===== src/rtl/abuf_load_ctrl_if.sv =====
`default_nettype none
// ============================================================================
// Module      : abuf_load_ctrl_if
// Description : Handshake bundle of the abuf load controller. Carries the
//               scheduler command, the DDR-to-abuf loader configuration and
//               the DDR read request.
//               master : the load controller
//               slave  : the environment (scheduler, loader, DDR read engine)
// Revision    : 1.0 - initial release
// ============================================================================
interface abuf_load_ctrl_if #(
    parameter int PE_NUM = 32,
    parameter int DDR_AW = 32
);
    // Command from the layer scheduler
    logic                  cmd_valid;
    logic                  cmd_ready;
    logic [3:0]            cmd_phase_en;
    logic [4*DDR_AW-1:0]   cmd_addr;
    logic [4*16-1:0]       cmd_num;
    logic [PE_NUM-1:0]     cmd_mask;

    // Loader configuration
    logic                  conf_valid;
    logic                  conf_ready;
    logic [1:0]            conf_trans_type;
    logic [15:0]           conf_trans_num;
    logic [PE_NUM-1:0]     conf_mask;

    // DDR read request
    logic                  rd_valid;
    logic                  rd_ready;
    logic [DDR_AW-1:0]     rd_addr;
    logic [16:0]           rd_len;

    modport master (
        input  cmd_valid, cmd_phase_en, cmd_addr, cmd_num, cmd_mask,
        output cmd_ready,
        output conf_valid, conf_trans_type, conf_trans_num, conf_mask,
        input  conf_ready,
        output rd_valid, rd_addr, rd_len,
        input  rd_ready
    );

    modport slave (
        output cmd_valid, cmd_phase_en, cmd_addr, cmd_num, cmd_mask,
        input  cmd_ready,
        input  conf_valid, conf_trans_type, conf_trans_num, conf_mask,
        output conf_ready,
        input  rd_valid, rd_addr, rd_len,
        output rd_ready
    );
endinterface
`default_nettype wire


===== src/rtl/abuf_load_ctrl.sv =====
`default_nettype none
// ============================================================================
// Module      : abuf_load_ctrl
// Description : Sequences one accumulation/bias buffer load. Walks the four
//               transfer phases (accum data, accum tail, bias data, bias
//               tail) in order; for each active phase it configures the
//               loader, issues the DDR read and waits for the loader to
//               finish. Optional cycle counter enabled by the macro
//               ABUF_LOAD_CTRL_PERF_EN (perf_cycles tied to 0 otherwise).
// Revision    : 1.0 - initial release
// ============================================================================
module abuf_load_ctrl #(
    parameter int PE_NUM     = 32,
    parameter int DDR_AW     = 32,
    parameter int BEAT_BYTES = 32     // must be a power of two
) (
    input  wire logic           clk,
    input  wire logic           rst,          // asynchronous, active-low
    abuf_load_ctrl_if.master    bus,
    output logic                busy,
    output logic                done,
    output logic [31:0]         perf_cycles
);

    localparam logic [16:0] c_beat_m1 = 17'(BEAT_BYTES - 1);

    typedef enum logic [2:0] {
        S_IDLE      = 3'd0,
        S_SEL       = 3'd1,
        S_CONF      = 3'd2,
        S_RDREQ     = 3'd3,
        S_WAIT_BUSY = 3'd4,
        S_WAIT_DONE = 3'd5,
        S_FIN       = 3'd6
    } state_t;

    state_t                 r_state;
    logic [1:0]             r_p;
    logic [3:0]             r_en;
    logic [4*DDR_AW-1:0]    r_addr;
    logic [4*16-1:0]        r_num;
    logic [PE_NUM-1:0]      r_mask;

    logic                   r_cmd_ready;
    logic                   r_conf_valid;
    logic [1:0]             r_conf_type;
    logic [15:0]            r_conf_num;
    logic [PE_NUM-1:0]      r_conf_mask;
    logic                   r_rd_valid;
    logic [DDR_AW-1:0]      r_rd_addr;
    logic [16:0]            r_rd_len;
    logic                   r_busy;
    logic                   r_done;

    logic [15:0]            w_num_p;
    logic [DDR_AW-1:0]      w_addr_p;
    logic                   w_active;
    logic [16:0]            w_len_p;
    logic                   w_accept;

    // Select the latched fields of the current phase
    always_comb begin
        w_addr_p = r_addr[0 +: DDR_AW];
        case (r_p)
            2'd0:    w_addr_p = r_addr[0*DDR_AW +: DDR_AW];
            2'd1:    w_addr_p = r_addr[1*DDR_AW +: DDR_AW];
            2'd2:    w_addr_p = r_addr[2*DDR_AW +: DDR_AW];
            default: w_addr_p = r_addr[3*DDR_AW +: DDR_AW];
        endcase
    end

    assign w_num_p  = r_num[{r_p, 4'b0000} +: 16];
    assign w_active = r_en[r_p] && (w_num_p != 16'd0);
    // 17-bit sum so a 0xFFFF byte count rounds to 0x10000 without wrapping
    assign w_len_p  = ({1'b0, w_num_p} + c_beat_m1) & ~c_beat_m1;
    assign w_accept = bus.cmd_valid && r_cmd_ready;

    // Phase sequencer with registered handshake and status outputs
    always_ff @(posedge clk or negedge rst) begin
        if (!rst) begin
            r_state      <= S_IDLE;
            r_p          <= 2'd0;
            r_en         <= 4'd0;
            r_addr       <= '0;
            r_num        <= '0;
            r_mask       <= '0;
            r_cmd_ready  <= 1'b1;
            r_conf_valid <= 1'b0;
            r_conf_type  <= 2'd0;
            r_conf_num   <= 16'd0;
            r_conf_mask  <= '0;
            r_rd_valid   <= 1'b0;
            r_rd_addr    <= '0;
            r_rd_len     <= 17'd0;
            r_busy       <= 1'b0;
            r_done       <= 1'b0;
        end else begin
            r_done <= 1'b0;
            case (r_state)
                S_IDLE: begin
                    if (w_accept) begin
                        r_en        <= bus.cmd_phase_en;
                        r_addr      <= bus.cmd_addr;
                        r_num       <= bus.cmd_num;
                        r_mask      <= bus.cmd_mask;
                        r_p         <= 2'd0;
                        r_cmd_ready <= 1'b0;
                        r_busy      <= 1'b1;
                        r_state     <= S_SEL;
                    end
                end
                S_SEL: begin
                    if (w_active) begin
                        r_conf_valid <= 1'b1;
                        r_conf_type  <= r_p;
                        r_conf_num   <= w_num_p;
                        r_conf_mask  <= r_mask;
                        r_state      <= S_CONF;
                    end else if (r_p == 2'd3) begin
                        r_done  <= 1'b1;
                        r_state <= S_FIN;
                    end else begin
                        r_p <= r_p + 2'd1;
                    end
                end
                S_CONF: begin
                    // Configuration lands first so the loader counters are
                    // cleared before any read data can arrive
                    if (bus.conf_ready) begin
                        r_conf_valid <= 1'b0;
                        r_rd_valid   <= 1'b1;
                        r_rd_addr    <= w_addr_p;
                        r_rd_len     <= w_len_p;
                        r_state      <= S_RDREQ;
                    end
                end
                S_RDREQ: begin
                    if (bus.rd_ready) begin
                        r_rd_valid <= 1'b0;
                        r_state    <= S_WAIT_BUSY;
                    end
                end
                S_WAIT_BUSY: begin
                    if (!bus.conf_ready) begin
                        r_state <= S_WAIT_DONE;
                    end
                end
                S_WAIT_DONE: begin
                    if (bus.conf_ready) begin
                        if (r_p == 2'd3) begin
                            r_done  <= 1'b1;
                            r_state <= S_FIN;
                        end else begin
                            r_p     <= r_p + 2'd1;
                            r_state <= S_SEL;
                        end
                    end
                end
                S_FIN: begin
                    r_busy      <= 1'b0;
                    r_cmd_ready <= 1'b1;
                    r_state     <= S_IDLE;
                end
                default: begin
                    r_conf_valid <= 1'b0;
                    r_rd_valid   <= 1'b0;
                    r_busy       <= 1'b0;
                    r_cmd_ready  <= 1'b1;
                    r_state      <= S_IDLE;
                end
            endcase
        end
    end

    assign bus.cmd_ready       = r_cmd_ready;
    assign bus.conf_valid      = r_conf_valid;
    assign bus.conf_trans_type = r_conf_type;
    assign bus.conf_trans_num  = r_conf_num;
    assign bus.conf_mask       = r_conf_mask;
    assign bus.rd_valid        = r_rd_valid;
    assign bus.rd_addr         = r_rd_addr;
    assign bus.rd_len          = r_rd_len;
    assign busy                = r_busy;
    assign done                = r_done;

`ifdef ABUF_LOAD_CTRL_PERF_EN
    logic [31:0] r_perf_cnt;
    logic [31:0] r_perf_out;
    logic [31:0] w_perf_inc;

    assign w_perf_inc = (r_perf_cnt == 32'hFFFF_FFFF) ? r_perf_cnt : r_perf_cnt + 32'd1;

    // Command duration counter; the accept cycle counts as the first cycle
    // and the FIN cycle as the last, saturating at all-ones
    always_ff @(posedge clk or negedge rst) begin
        if (!rst) begin
            r_perf_cnt <= 32'd0;
            r_perf_out <= 32'd0;
        end else begin
            if (r_state == S_IDLE && w_accept) begin
                r_perf_cnt <= 32'd1;
            end else if (r_busy) begin
                r_perf_cnt <= w_perf_inc;
            end
            if (r_state == S_FIN) begin
                r_perf_out <= w_perf_inc;
            end
        end
    end

    assign perf_cycles = r_perf_out;
`else
    assign perf_cycles = 32'd0;
`endif

endmodule
`default_nettype wire


===== src/flat_wrapper.sv =====
// flat-port wrapper written by rule: the top's interface ports become plain ports
module abuf_load_ctrl_flat 
#(
    parameter int PE_NUM     = 32,
    parameter int DDR_AW     = 32,
    parameter int BEAT_BYTES = 32                              
)
  (clk, rst, busy, done, perf_cycles, bus_cmd_valid, bus_cmd_phase_en, bus_cmd_addr, bus_cmd_num, bus_cmd_mask, bus_cmd_ready, bus_conf_valid, bus_conf_trans_type, bus_conf_trans_num, bus_conf_mask, bus_conf_ready, bus_rd_valid, bus_rd_addr, bus_rd_len, bus_rd_ready);
  abuf_load_ctrl_if #(.PE_NUM(PE_NUM), .DDR_AW(DDR_AW)) bus_i ();
  input  wire logic clk;
  input  wire logic rst;
  output logic busy;
  output logic done;
  output logic [31:0] perf_cycles;
  input wire logic [$bits(bus_i.cmd_valid)-1:0] bus_cmd_valid;
  input wire logic [$bits(bus_i.cmd_phase_en)-1:0] bus_cmd_phase_en;
  input wire logic [$bits(bus_i.cmd_addr)-1:0] bus_cmd_addr;
  input wire logic [$bits(bus_i.cmd_num)-1:0] bus_cmd_num;
  input wire logic [$bits(bus_i.cmd_mask)-1:0] bus_cmd_mask;
  output wire logic [$bits(bus_i.cmd_ready)-1:0] bus_cmd_ready;
  output wire logic [$bits(bus_i.conf_valid)-1:0] bus_conf_valid;
  output wire logic [$bits(bus_i.conf_trans_type)-1:0] bus_conf_trans_type;
  output wire logic [$bits(bus_i.conf_trans_num)-1:0] bus_conf_trans_num;
  output wire logic [$bits(bus_i.conf_mask)-1:0] bus_conf_mask;
  input wire logic [$bits(bus_i.conf_ready)-1:0] bus_conf_ready;
  output wire logic [$bits(bus_i.rd_valid)-1:0] bus_rd_valid;
  output wire logic [$bits(bus_i.rd_addr)-1:0] bus_rd_addr;
  output wire logic [$bits(bus_i.rd_len)-1:0] bus_rd_len;
  input wire logic [$bits(bus_i.rd_ready)-1:0] bus_rd_ready;
  assign bus_i.cmd_valid = bus_cmd_valid;
  assign bus_i.cmd_phase_en = bus_cmd_phase_en;
  assign bus_i.cmd_addr = bus_cmd_addr;
  assign bus_i.cmd_num = bus_cmd_num;
  assign bus_i.cmd_mask = bus_cmd_mask;
  assign bus_cmd_ready = bus_i.cmd_ready;
  assign bus_conf_valid = bus_i.conf_valid;
  assign bus_conf_trans_type = bus_i.conf_trans_type;
  assign bus_conf_trans_num = bus_i.conf_trans_num;
  assign bus_conf_mask = bus_i.conf_mask;
  assign bus_i.conf_ready = bus_conf_ready;
  assign bus_rd_valid = bus_i.rd_valid;
  assign bus_rd_addr = bus_i.rd_addr;
  assign bus_rd_len = bus_i.rd_len;
  assign bus_i.rd_ready = bus_rd_ready;
  abuf_load_ctrl #(.PE_NUM(PE_NUM), .DDR_AW(DDR_AW), .BEAT_BYTES(BEAT_BYTES)) u_core (.clk(clk), .rst(rst), .bus(bus_i), .busy(busy), .done(done), .perf_cycles(perf_cycles));
endmodule

===== config.mk =====
export PLATFORM = sky130hd
export DESIGN_NAME = abuf_load_ctrl_flat
export DESIGN_NICKNAME = d
export VERILOG_FILES = /design/src/rtl/abuf_load_ctrl_if.sv /design/src/rtl/abuf_load_ctrl.sv /design/src/flat_wrapper.sv
export SDC_FILE = /design/constraint.sdc
export NUM_CORES = 1
export LEC_CHECK = 0
export BUFFER_PORTS_ARGS = -buffer_cell sky130_fd_sc_hd__buf_2
export CAP_MARGIN = 40
export CORE_MARGIN = 1.5
export CORE_UTILIZATION = 53
export DETAILED_ROUTE_END_ITERATION = 10
export PLACE_DENSITY = 0.8
export SLEW_MARGIN = 5
export SYNTH_ARGS = -nofsm -noshare
export SYNTH_HDL_FRONTEND = slang
export SYNTH_SLANG_ARGS = --single-unit

===== constraint.sdc =====
create_clock -name clk -period 3 [get_ports clk]
set_input_delay 0.3 -clock clk [delete_from_list [all_inputs] [get_ports clk]]
set_output_delay 0.3 -clock clk [all_outputs]
set_load 0.005 [all_outputs]

* Word level (Yosys, flattened, before mapping)
Index checks and enable logic that the tools add are counted.
Storage, ports and cells: memory bits (read-only) 0, latch bits 0, memories kept 0, bits in writable memories 0, word-level logic and storage cells 88, register bits 332
Operators by class: reductions and logical operators 17, eq/ne operators 17, order comparisons 1, add/sub/neg operators 2, shift operators 1, divide/modulo/power cells 0, $mul 0, bitwise logic cells 3, muxes and demuxes 31
Operators by type and width (number):
- $pmux 32 s3 | 1
- $shiftx 64x7->16 | 1
- $mux 3 | 8
- $pmux 3 s6 | 1
- $add 16x5->17 const B | 1
- $reduce_bool 16->1 | 1
- $reduce_or 5->1 | 3
- $mux 1 | 10
- $ne 2x2->1 const B | 5
- $eq 3x3->1 const B | 3
- $mux 2 | 4
- $reduce_and 2->1 | 4
- $eq 3x2->1 const B | 2
- $pmux 1 s2 | 3
- $pmux 1 s3 | 2
- $pmux 2 s3 | 1
- $reduce_and 3->1 | 2
- $reduce_and 6->1 | 1
- $eq 2x2->1 const B | 2
- $ne 2x1->1 const B | 2
- $reduce_and 4->1 | 1
- $eq 3x1->1 const B | 1
- $logic_not 3->1 | 1
- $lt 2x3->1 const B | 1
- 8 further kinds | 11

* Longest topological paths before layout
word-level depth 5, mapped depth 9

* Worst setup path after synthesis
No wires, ideal clock.
kind reg-to-reg, from register u_core.r_p[0], to register u_core.r_p[0], data arrival time 2.632 ns, path slack 0.243 ns, setup time 0.125 ns, stages on the path, launching flop included 10, cells stage by stage dfrtp_1 -> buf_6 -> clkbuf_1 -> mux4_2 -> nor4_1 -> nand2_1 -> o2111a_1 -> buf_6 -> a211o_1 -> mux2_4
On the way: cells in the longest elaborated chain, start to end 5, elaborated cells between the ends (all ways) 13
Ends and longest elaborated chain:
- start, declared | RTL line abuf_load_ctrl.sv:38 | logic [1:0] r_p;
- start signal, assigned | RTL line abuf_load_ctrl.sv:123 | r_p <= r_p + 2'd1;
- start signal, assigned | RTL line abuf_load_ctrl.sv:154 | r_p <= r_p + 2'd1;
- $shiftx 64x7->16 / $bmux 1 s2 (equally long branches) | RTL line abuf_load_ctrl.sv:72, abuf_load_ctrl.sv:73
- $reduce_bool 16->1 / $mux 1 (equally long branches) | RTL line abuf_load_ctrl.sv:73 | assign w_active = r_en[r_p] && (w_num_p != 16'd0);
- $logic_and 1x1->1 | RTL line abuf_load_ctrl.sv:73
- $ne 2x2->1 (no line)
- $reduce_and 4->1 (no line)
Several ways; a longest one is shown, not always the timed one. The select of a mux whose other input is x is not followed. A chain may end at the register's enable or synchronous reset.

* Worst setup path after layout
Ends and elaborated chain as after synthesis.

==> impl_metrics.toml <==
[clocking]
path_clk_slew_ps = 60
cts_resized = 0
cts_tree = "built"
clock-sinks = 332
htree_levels = 2
clk_path_buf_depth = 3
insertion_delay_ps = 510
cts_buffers = 35
clock-root-buffer = "clkbuf_16"

[power_and_ir_drop]
power.share.sequential = 0.428
combPwrFrac = 0.352
p_sw_mw = 5.86
clkPwrFrac = 0.220
ir_drop_mv = 0.645
p_leak_nw = 8.06
powerDensity_nw_per_um2 = 1080
sw_frac_of_total = 0.315
intPower_mw = 12.7

[synthesis]
yosysUniqueCellTypes = 42
synth_most_common_cell = "dfrtp_1"
yosys_warnings = 0
synthTopCellsByArea = "dfrtp_1, mux2_2, mux4_2, a222oi_1, buf_4"
yosys.area.top_type = "dfrtp_1"
syn_avg_cell_area_um2 = 13.8
ys.flop_type = "dfrtp_1"
synthTopCellsByCount = "dfrtp_1, mux2_2, nand2_1, clkbuf_1, o21ai_0"
yosysSeqAreaShare = 0.593
syn-instance-count = 1019
synth_area_um2 = 14000
synth_edf_count = 0
synth_top_area_frac = 0.591
ys_ff_latch = 332
async_reset_ff_frac = 1.00

[floorplan]
ios = 369
dieHeight_um = 166
dieArea_um2 = 27400
die_w_um = 166
rows = 59
floorplan.initialDensity = 0.539
fp.coreArea_um2 = 26000

[global_routing]
grt_pass1_wl_um = 50700
antenna_found_initial = 14
grt_max_degree = 97
grt_pass1_vias = 9402
grt_overflow_total = 0
grt.total_usage = 0.240

[drt]
ant_nets = 0
viasPerCell = 5.44
wl_um = 33400
drc_errors = 0
vias = 9408
wl_per_cell_um = 19.3
drtIter0Drc = 732
dr.pass1.iters = 6

[timing]
min_period_over_period = 0.938
skew_ps = 20.4
hold_viol_final = 0
worstMarginPinSlew_ps = 932
slew_headroom = 0.379
maxSlewViolCount = 0
fmax_ghz = 0.355
final.min_clock_period_ps = 2820
rsz0062_at_grt = "no"
setup_violations = 0
whs_ps = 16.2
setup_tns_ps = 0

[layout]
fin_nets = 1594
final_cells = 1731
drive_gt1_frac = 0.518
area_growth_pct = 23.0
final_area_um2 = 17200
nFillCells = 1917

[critical_path]
path_delay_family = "multiplexers"
cp.arrival_ps = 3210
critPathLaunchType = "flop"
crit_required_ps = 3400
worst_setup_path_end_kind = "flop"
crit_chain = "buf_4 -> mux4_2 -> nor4_2 -> nand3_1 -> o2111a_2 -> a211o_1 -> mux2_4"
cpMaxStageDelayCell = "mux4_2"
worst-r2r-setup-slack_ps = 180
max_stage_delay_ps = 540
cp_num_buf_inv = 1
criticalPathCategory = "flop to flop"
crit_fanout = 12

[placement]
gp_congestion = 0.804
dpl.cell_count = 1653
place_area_um2 = 16100
hpwlAfterDp_um = 23600
port_buffers = 331

[min_path]
hp-class = "primary input to flop"

[outcome]
status = "finished, final reports clean"

[run]
maxCapViolations = 0
==> cell families after synthesis <==
family,share of synthesized area
mux,0.253
xor+xnor,0.00750
other cells,0.000268
buf+inv,0.0406
compound gates,0.0633
flops,0.593
fa+ha+maj,0.00357
simple gates,0.0388
==> layout by cell type (no fill, tap or decap), types with 3 or more instances in the layout <==
cell type	count
dfrtp_1	331
buf_2	330
mux2_2	279
nand2_1	60
o21ai_0	52
nor2_1	39
a21oi_1	37
conb_1	37
clkbuf_16	36
a222oi_1	32
buf_4	24
diode_2	15
mux4_2	15
clkbuf_1	13
buf_12	10
xor2_1	9
nand3_1	8
clkbuf_8	8
inv_1	5
mux2i_1	5
nor2b_1	5
and3_1	4
xnor2_1	3
ha_1	3
==> cell type report <==
class / instances / area, µm² / share of cell area
multi-input cells: 616 / 5280 / 0.307
clock inverters: 4 / 35.0 / 0.00203
inverters: 5 / 18.8 / 0.00109
well taps: 335 / 419 / 0.0243
flip-flops and latches: 332 / 8310 / 0.482
clock buffers: 57 / 1060 / 0.0615
diodes: 15 / 37.5 / 0.00218
repair buffers: 367 / 2070 / 0.120
==> worst register-to-register path: cells and delay by family, from the launching register on <==
kind / cells / cell delay (ps)
multiplexers: 2 / 850
buffers and inverters: 1 / 230
flip-flops: 1 / 400
AO/OA/AOI/OAI: 2 / 630
AND/OR/NAND/NOR: 2 / 590
==> path summary, 6_finish.rpt <==
| path | from | to | depth (start not counted) |
|---|---|---|---|
| setup / recovery | u_core.r_p[0] | u_core.r_p[0] | 7 |
| max in group asynchronous | rst | u_core.bus.cmd_ready | 3 |
| min in group asynchronous | rst | u_core.r_addr[117] | 2 |
| hold / removal | bus_cmd_num[35] | u_core.r_num[35] | 2 |
| hold reg to reg | u_core.bus.rd_addr[21] | u_core.bus.rd_addr[21] | 2 |
| setup reg to reg | u_core.r_p[0] | u_core.r_p[0] | 7 |
==> state kept, by name, summed over array words and instances (netlist names), 2 cells and up <==
| register | count |
|---|---|
| u_core.bus.rd_addr | 32 |
| u_core.bus.conf_mask | 32 |
| u_core.r_en | 4 |
| u_core.r_state | 3 |
| u_core.r_addr | 128 |
| u_core.r_p | 2 |
| u_core.r_mask | 32 |
| u_core.bus.rd_len | 12 |
| u_core.bus.conf_trans_num | 16 |
| u_core.r_num | 64 |
| u_core.bus.conf_trans_type | 2 |
==> repair_timing <==
item / in CTS / in global routing
setup buffers: 0 / 0
endpoints found under the hold margin: 90 / 0
hold buffers: 2 / 0
endpoints found under the setup margin: 0 / 0
==> metal layers <==
| layer | vias up | GRT usage | wire [µm] |
|---|---|---|---|
| met3 | 71 | 0.0637 | 2690 |
| li1 | 4291 | - | - |
| met2 | 392 | 0.390 | 16400 |
| met5 | - | 0 | 23 |
| met1 | 4650 | 0.308 | 13300 |
| met4 | 4 | 0.0942 | 1020 |
==> through the flow <==
| step | utilization | setup WS (ps) | power [mW] |
|---|---|---|---|
| final | 0.663 | 185 | 18.6 |
| after floorplan | - | 243 | 12.2 |
| after detailed placement | 0.619 | 211 | 14.6 |
| after global routing | 0.663 | 57.6 | 19.8 |
| after CTS | 0.662 | 198 | 18.7 |
| after global placement | 0.619 | 257 | 14.2 |
==> power groups by stage <==
stage | Sequential (mW) | Clock (mW) | Combinational, mW
global route | 8.22 | 4.36 | 7.20
global placement | 7.87 | 0 | 6.32
floorplan | 7.65 | 0 | 4.54
finish | 7.96 | 4.10 | 6.55
detailed placement | 8.00 | 0 | 6.57
CTS | 7.94 | 4.18 | 6.62
No activity file was read; power rests on OpenSTA's default activity.
